===== config.mk =====
export PLATFORM = sky130hd
export DESIGN_NAME = fm_axi_wch
export DESIGN_NICKNAME = d
export VERILOG_FILES = /design/src/rtl/fm_axi_wch.sv
export SDC_FILE = /design/constraint.sdc
export NUM_CORES = 1
export LEC_CHECK = 0
export BUFFER_PORTS_ARGS = -buffer_cell sky130_fd_sc_hd__buf_4
export CAP_MARGIN = 40
export CORE_AREA = 2 2 94 96
export CTS_BUF_LIST = sky130_fd_sc_hd__clkbuf_4 sky130_fd_sc_hd__clkbuf_8 sky130_fd_sc_hd__clkbuf_16
export DETAILED_ROUTE_END_ITERATION = 6
export DIE_AREA = 0 0 96 98
export HOLD_SLACK_MARGIN = 0.03
export PLACE_DENSITY = 0.75
export SLEW_MARGIN = 20
export SYNTH_ARGS = -nofsm -noshare
export SYNTH_HDL_FRONTEND = slang
export SYNTH_SLANG_ARGS = --single-unit

===== constraint.sdc =====
create_clock -name clk_core -period 2.03 [get_ports clk_core]
set_clock_uncertainty 0.15 [all_clocks]
set_input_delay 0.203 -clock clk_core [delete_from_list [all_inputs] [get_ports clk_core]]
set_output_delay 0.203 -clock clk_core [all_outputs]
set_load 0.05 [all_outputs]

===== src/rtl/fm_axi_wch.sv =====
// Bridge write-command stage: turns one split command into a single AXI INCR
// write burst and tracks outstanding bursts until their write responses return.
module fm_axi_wch #(
  parameter int P_IB_ADDR_WIDTH = 29,
  parameter int P_IB_LEN_WIDTH  = 6,
  parameter int P_IB_DATA_WIDTH = 64,
  parameter int P_MAX_OUTS      = 4
) (
  input  logic                         clk_core,
  input  logic                         rst,
  input  logic                         i_brg_req,
  input  logic [P_IB_ADDR_WIDTH-1:0]   i_brg_adrs,
  input  logic [P_IB_LEN_WIDTH-1:0]    i_brg_len,
  output logic                         o_brg_ack,
  input  logic                         i_brg_wdvalid,
  input  logic [P_IB_DATA_WIDTH-1:0]   i_brg_wdata,
  input  logic [P_IB_DATA_WIDTH/8-1:0] i_brg_be,
  output logic                         o_brg_wdack,
  output logic                         o_awvalid,
  output logic [31:0]                  o_awaddr,
  output logic [7:0]                   o_awlen,
  output logic [2:0]                   o_awsize,
  output logic [1:0]                   o_awburst,
  input  logic                         i_awready,
  output logic                         o_wvalid,
  output logic [P_IB_DATA_WIDTH-1:0]   o_wdata,
  output logic [P_IB_DATA_WIDTH/8-1:0] o_wstrb,
  output logic                         o_wlast,
  input  logic                         i_wready,
  input  logic                         i_bvalid,
  input  logic [1:0]                   i_bresp,
  output logic                         o_bready,
  output logic                         o_idle,
  output logic                         o_err
);

  localparam int OW = $clog2(P_MAX_OUTS + 1);
  localparam logic [OW-1:0]             MAX_OUTS = OW'(P_MAX_OUTS);
  localparam logic [OW-1:0]             OUTS_ONE = OW'(1);
  localparam logic [P_IB_LEN_WIDTH-1:0] LEN_ONE  = P_IB_LEN_WIDTH'(1);

  typedef enum logic [1:0] {ST_IDLE, ST_AW, ST_W} state_t;

  state_t                      state_q, state_d;
  logic [P_IB_ADDR_WIDTH-1:0]  adrs_q, adrs_d;
  logic [P_IB_LEN_WIDTH-1:0]   len_q, len_d;
  logic [P_IB_LEN_WIDTH-1:0]   beat_cnt_q, beat_cnt_d;
  logic [OW-1:0]               outs_cnt_q, outs_cnt_d;
  logic                        err_q, err_d;

  logic [P_IB_LEN_WIDTH-1:0]   len_m1;
  logic                        ack, aw_hs, b_hs;

  // A zero length is treated as a single beat.
  assign len_m1 = (len_q == '0) ? '0 : (len_q - LEN_ONE);

  always_comb begin
    state_d     = state_q;
    adrs_d      = adrs_q;
    len_d       = len_q;
    beat_cnt_d  = beat_cnt_q;
    ack         = 1'b0;
    o_awvalid   = 1'b0;
    o_wvalid    = 1'b0;
    o_brg_wdack = 1'b0;
    o_wlast     = 1'b0;
    case (state_q)
      ST_IDLE: begin
        if (i_brg_req && (outs_cnt_q < MAX_OUTS)) begin
          ack        = 1'b1;
          adrs_d     = i_brg_adrs;
          len_d      = i_brg_len;
          beat_cnt_d = '0;
          state_d    = ST_AW;
        end
      end
      ST_AW: begin
        o_awvalid = 1'b1;
        if (i_awready) state_d = ST_W;
      end
      ST_W: begin
        o_wvalid    = i_brg_wdvalid;
        o_brg_wdack = i_brg_wdvalid & i_wready;
        o_wlast     = (beat_cnt_q == len_m1);
        if (o_brg_wdack) begin
          beat_cnt_d = beat_cnt_q + LEN_ONE;
          if (o_wlast) state_d = ST_IDLE;
        end
      end
      default: state_d = ST_IDLE;
    endcase
  end

  // The request path is combinational, so keep the ack quiet while reset is held.
  assign o_brg_ack = ack & ~rst;

  assign aw_hs = o_awvalid & i_awready;
  assign b_hs  = i_bvalid & o_bready;

  always_comb begin
    outs_cnt_d = outs_cnt_q;
    case ({aw_hs, b_hs})
      2'b10:   outs_cnt_d = outs_cnt_q + OUTS_ONE;
      2'b01:   outs_cnt_d = outs_cnt_q - OUTS_ONE;
      default: outs_cnt_d = outs_cnt_q;
    endcase
    err_d = err_q | (b_hs & (i_bresp != 2'b00));
  end

  always_ff @(posedge clk_core or posedge rst) begin
    if (rst) begin
      state_q    <= ST_IDLE;
      adrs_q     <= '0;
      len_q      <= '0;
      beat_cnt_q <= '0;
      outs_cnt_q <= '0;
      err_q      <= 1'b0;
    end else begin
      state_q    <= state_d;
      adrs_q     <= adrs_d;
      len_q      <= len_d;
      beat_cnt_q <= beat_cnt_d;
      outs_cnt_q <= outs_cnt_d;
      err_q      <= err_d;
    end
  end

  assign o_awaddr  = 32'({adrs_q, 3'b000});
  assign o_awlen   = 8'(len_m1);
  assign o_awsize  = 3'd3;
  assign o_awburst = 2'b01;
  assign o_wdata   = i_brg_wdata;
  assign o_wstrb   = i_brg_be;
  assign o_bready  = (outs_cnt_q != '0);
  assign o_idle    = (state_q == ST_IDLE) && (outs_cnt_q == '0);
  assign o_err     = err_q;

endmodule


==> results.tsv <==
stage	metric	value	unit
logic_synthesis	synth-compound-area-share	4.963	%
die	die_area	9408	um^2
timing	tightest_slew	0.6044	ns
die	coreArea	8466	um^2
outcome	outcome	complete, but fails checks	
routing	routedWlPerCell	14.86	um
global_routing	first_global_vias	2354	
layout	layout_common_cells	buf_4, dfrtp_1, dlygate4sd3_1, mux2_2	
place	gp_congestion	0.8376	
routing	drt_iter0_drc	60	
setup_path	worstSetupPathType	register to output port	
place	pre_cts_slack	-0.3206	ns
power	comb_power_share	68.8	%
routing	first_pass_iters	4	
logic_synthesis	yosys.area_share.simple	10.41	%
power	cellPowerDensity	1785	nW/um^2
place	numPortBuffers	86	
setup_path	cp.required	1.68	ns
logic_synthesis	ys_ff_latch	47	
timing	hold_violations	0	
global_routing	grt_max_degree	48	
layout	n_antenna_cell	0	
place	dp_hpwl	4861	um
timing	slew-limit-headroom	59.71	%
setup_path	crit_chain	or4_4, o21ai_4, xor2_1, a211oi_2, and3_4, buf_8	
routing	viasPerCell	4.512	
logic_synthesis	netlist_instances	266	
clock_tree	worstSkewPairLatency	0.28	ns
power	p_seq_share	23.6	%
die	die_y	98	um
layout	drive_gt1_share	54.93	%
power	peakVddDrop	1043	uV
layout	nets	476	
timing	period_share	123.9	%
clock_tree	cts_root_buf	clkbuf_8	
job	timing.max_cap.violations	0	
setup_path	critical_path.endpoint_type	output port	
logic_synthesis	synth_edf_count	0	
setup_path	critPathLaunchType	register	
layout	syn2layout_area_growth	40.49	%
clock_tree	clock_sinks	47	
logic_synthesis	synth_cell_types	44	
logic_synthesis	avgSynthCellArea	10.71	um^2
routing	wl	6878	um
power	p_switching	3445	uW
routing	antenna_left	0	
logic_synthesis	yosysSeqAreaShare	41.28	%
clock_tree	clk_pin_slew	0.08	ns
logic_synthesis	synth_top_family_by_area	buffers and inverters	
logic_synthesis	synth_adder_area_share	2.459	%
setup_path	cp_slowest_cell	or4_4	
logic_synthesis	yosysWarningCount	0	
power	total_leakage_power	0.001862	uW
routing	num_vias	2089	
global_routing	grt_usage	14.85	%
logic_synthesis	synth-xor-area-share	3.689	%
power	p_int	3700	uW
die	start_util	33.65	%
power	pwr-share-clk	7.6	%
die	ios	241	
worst_hold_path	hold_path.class	primary input to register	
timing	fmax	0.3975	GHz
logic_synthesis	syn-cell-area	2849	um^2
global_routing	overflow	0	
routing	drc	0	
clock_tree	numCtsBuffers	5	
timing	tns	-0.6687	ns
setup_path	cp.buffers_inverters	1	
die	die_w	96	um
clock_tree	htreeDepth	2	
logic_synthesis	synth-main-ff-cell	dfrtp_1	
timing	fin_ws	-0.4855	ns
clock_tree	clockBufferDepth	2	
timing	maxSlewViolCount	0	
global_routing	antenna_found_initial	0	
setup_path	cp_max_fo	4	
timing	period_minus_slack	2.516	ns
setup_path	slowest_delay	0.54	ns
power	switching_share	48.22	%
timing	grt_setup_unrepaired	yes	
logic_synthesis	async_flop_share	100.0	%
die	fp-row-count	34	
logic_synthesis	synth_mux_area_share	13.35	%
layout	layout_commonest_cell	buf_4	
clock_tree	tritoncts	done	
setup_path	critPathArrivalTime	2.16	ns
outcome	violations	setup timing	
timing	finalSetupViolations	3	
setup_path	cp_top_family	simple AND/OR/NAND/NOR gates	
global_routing	grt_pass1_wl	11110	um
-- state kept, by name, summed over array words and instances (netlist names) --
signal	cells
len_q	6
adrs_q	29
beat_cnt_q	6
state_q	2
o_err	1
outs_cnt_q	3
-- worst paths after layout --
check	start	end	slack [ns]	cells past startpoint
max	len_q[0]	o_wlast	-0.49	6
min	i_awready	state_q[0]	0.06	3
max reg2reg	len_q[0]	state_q[1]	0.04	6
min reg2reg	o_err	o_err	0.33	1
max in group asynchronous	rst	len_q[0]	0.78	4
min in group asynchronous	rst	adrs_q[24]	0.51	4
-- worst register-to-register path, delay by kind of cell, from the launching register on --
family                 cells  cell delay (ns)
AND/OR/NAND/NOR            1             0.54
AO/OA/AOI/OAI              3             0.48
flip-flops                 1             0.45
buffers and inverters      1             0.17
XOR/XNOR                   1             0.09
-- metrics by stage --
step	hold slack, ns	instances	util (%)	total power [uW]	area [um^2]
2_1_floorplan	0.07888	274	-	4923	2958
3_3_place_gp	0.2563	411	39.24	5944	3322
3_5_place_dp	0.2563	411	39.24	6046	3322
4_1_cts	0.05037	460	46.01	6936	3895
5_1_grt	0.07073	463	47.28	7555	4003
6_report	0.06458	463	47.28	7145	4003
-- cell type report --
type	instances	area (um^2)
fill	763	4463
timing repair buffer	160	1334
multi-input combinational	131	1229
sequential	47	1177
tap	108	135.1
clock buffer	7	83.83
inverter	10	43.79
-- cell usage after synthesis (4+ instances only) --
cell,count,area (um^2)
buf_4,82,615.6
dfrtp_1,47,1176
ha_1,4,50.05
inv_1,10,37.54
mux2_2,29,326.6
nand2_1,10,37.54
nand2b_1,4,25.02
nand3_1,4,20.02
nor2_1,9,33.78
o21ai_0,9,45.04
xor2_1,10,87.58
-- per-layer routing --
layer  vias to the layer above  share of wire [%]  GRT usage (%)
li1                        969                  -              -
met1                      1001                 35          14.97
met2                        92                 55          27.99
met3                        27                7.7          4.398
met4                         0                2.7          5.385
met5                         -                  0              0
-- timing repair --
action,4_1_cts,5_1_grt
buffers inserted,6,4
pin swaps,7,5
hold buffers,38,0
endpoints found under the setup margin,9,13
resized for setup,19,15
hold endpoints to repair,83,0
gates cloned,0,0
-- cells by family (layout without fill, tap and decap cells) --
kind of cell	after synthesis	after routing
AOI/OAI and AO/OA	21	21
buffers and inverters	96	177
muxes	34	34
other	2	10
DFF	47	47
adders and majority gates	5	5
xor gates and xnor gates	12	12
and+or+nand+nor	49	49
-- power groups by stage --
stage	sequential, uW	clock, uW	combinational [uW]
after floorplan	2750	0	2180
after global placement	1670	0	4270
after CTS	1680	577	4670
after global routing	1750	606	5200
after detailed placement	1690	0	4360
final	1690	542	4920
Power figures use the tool's default switching activity.
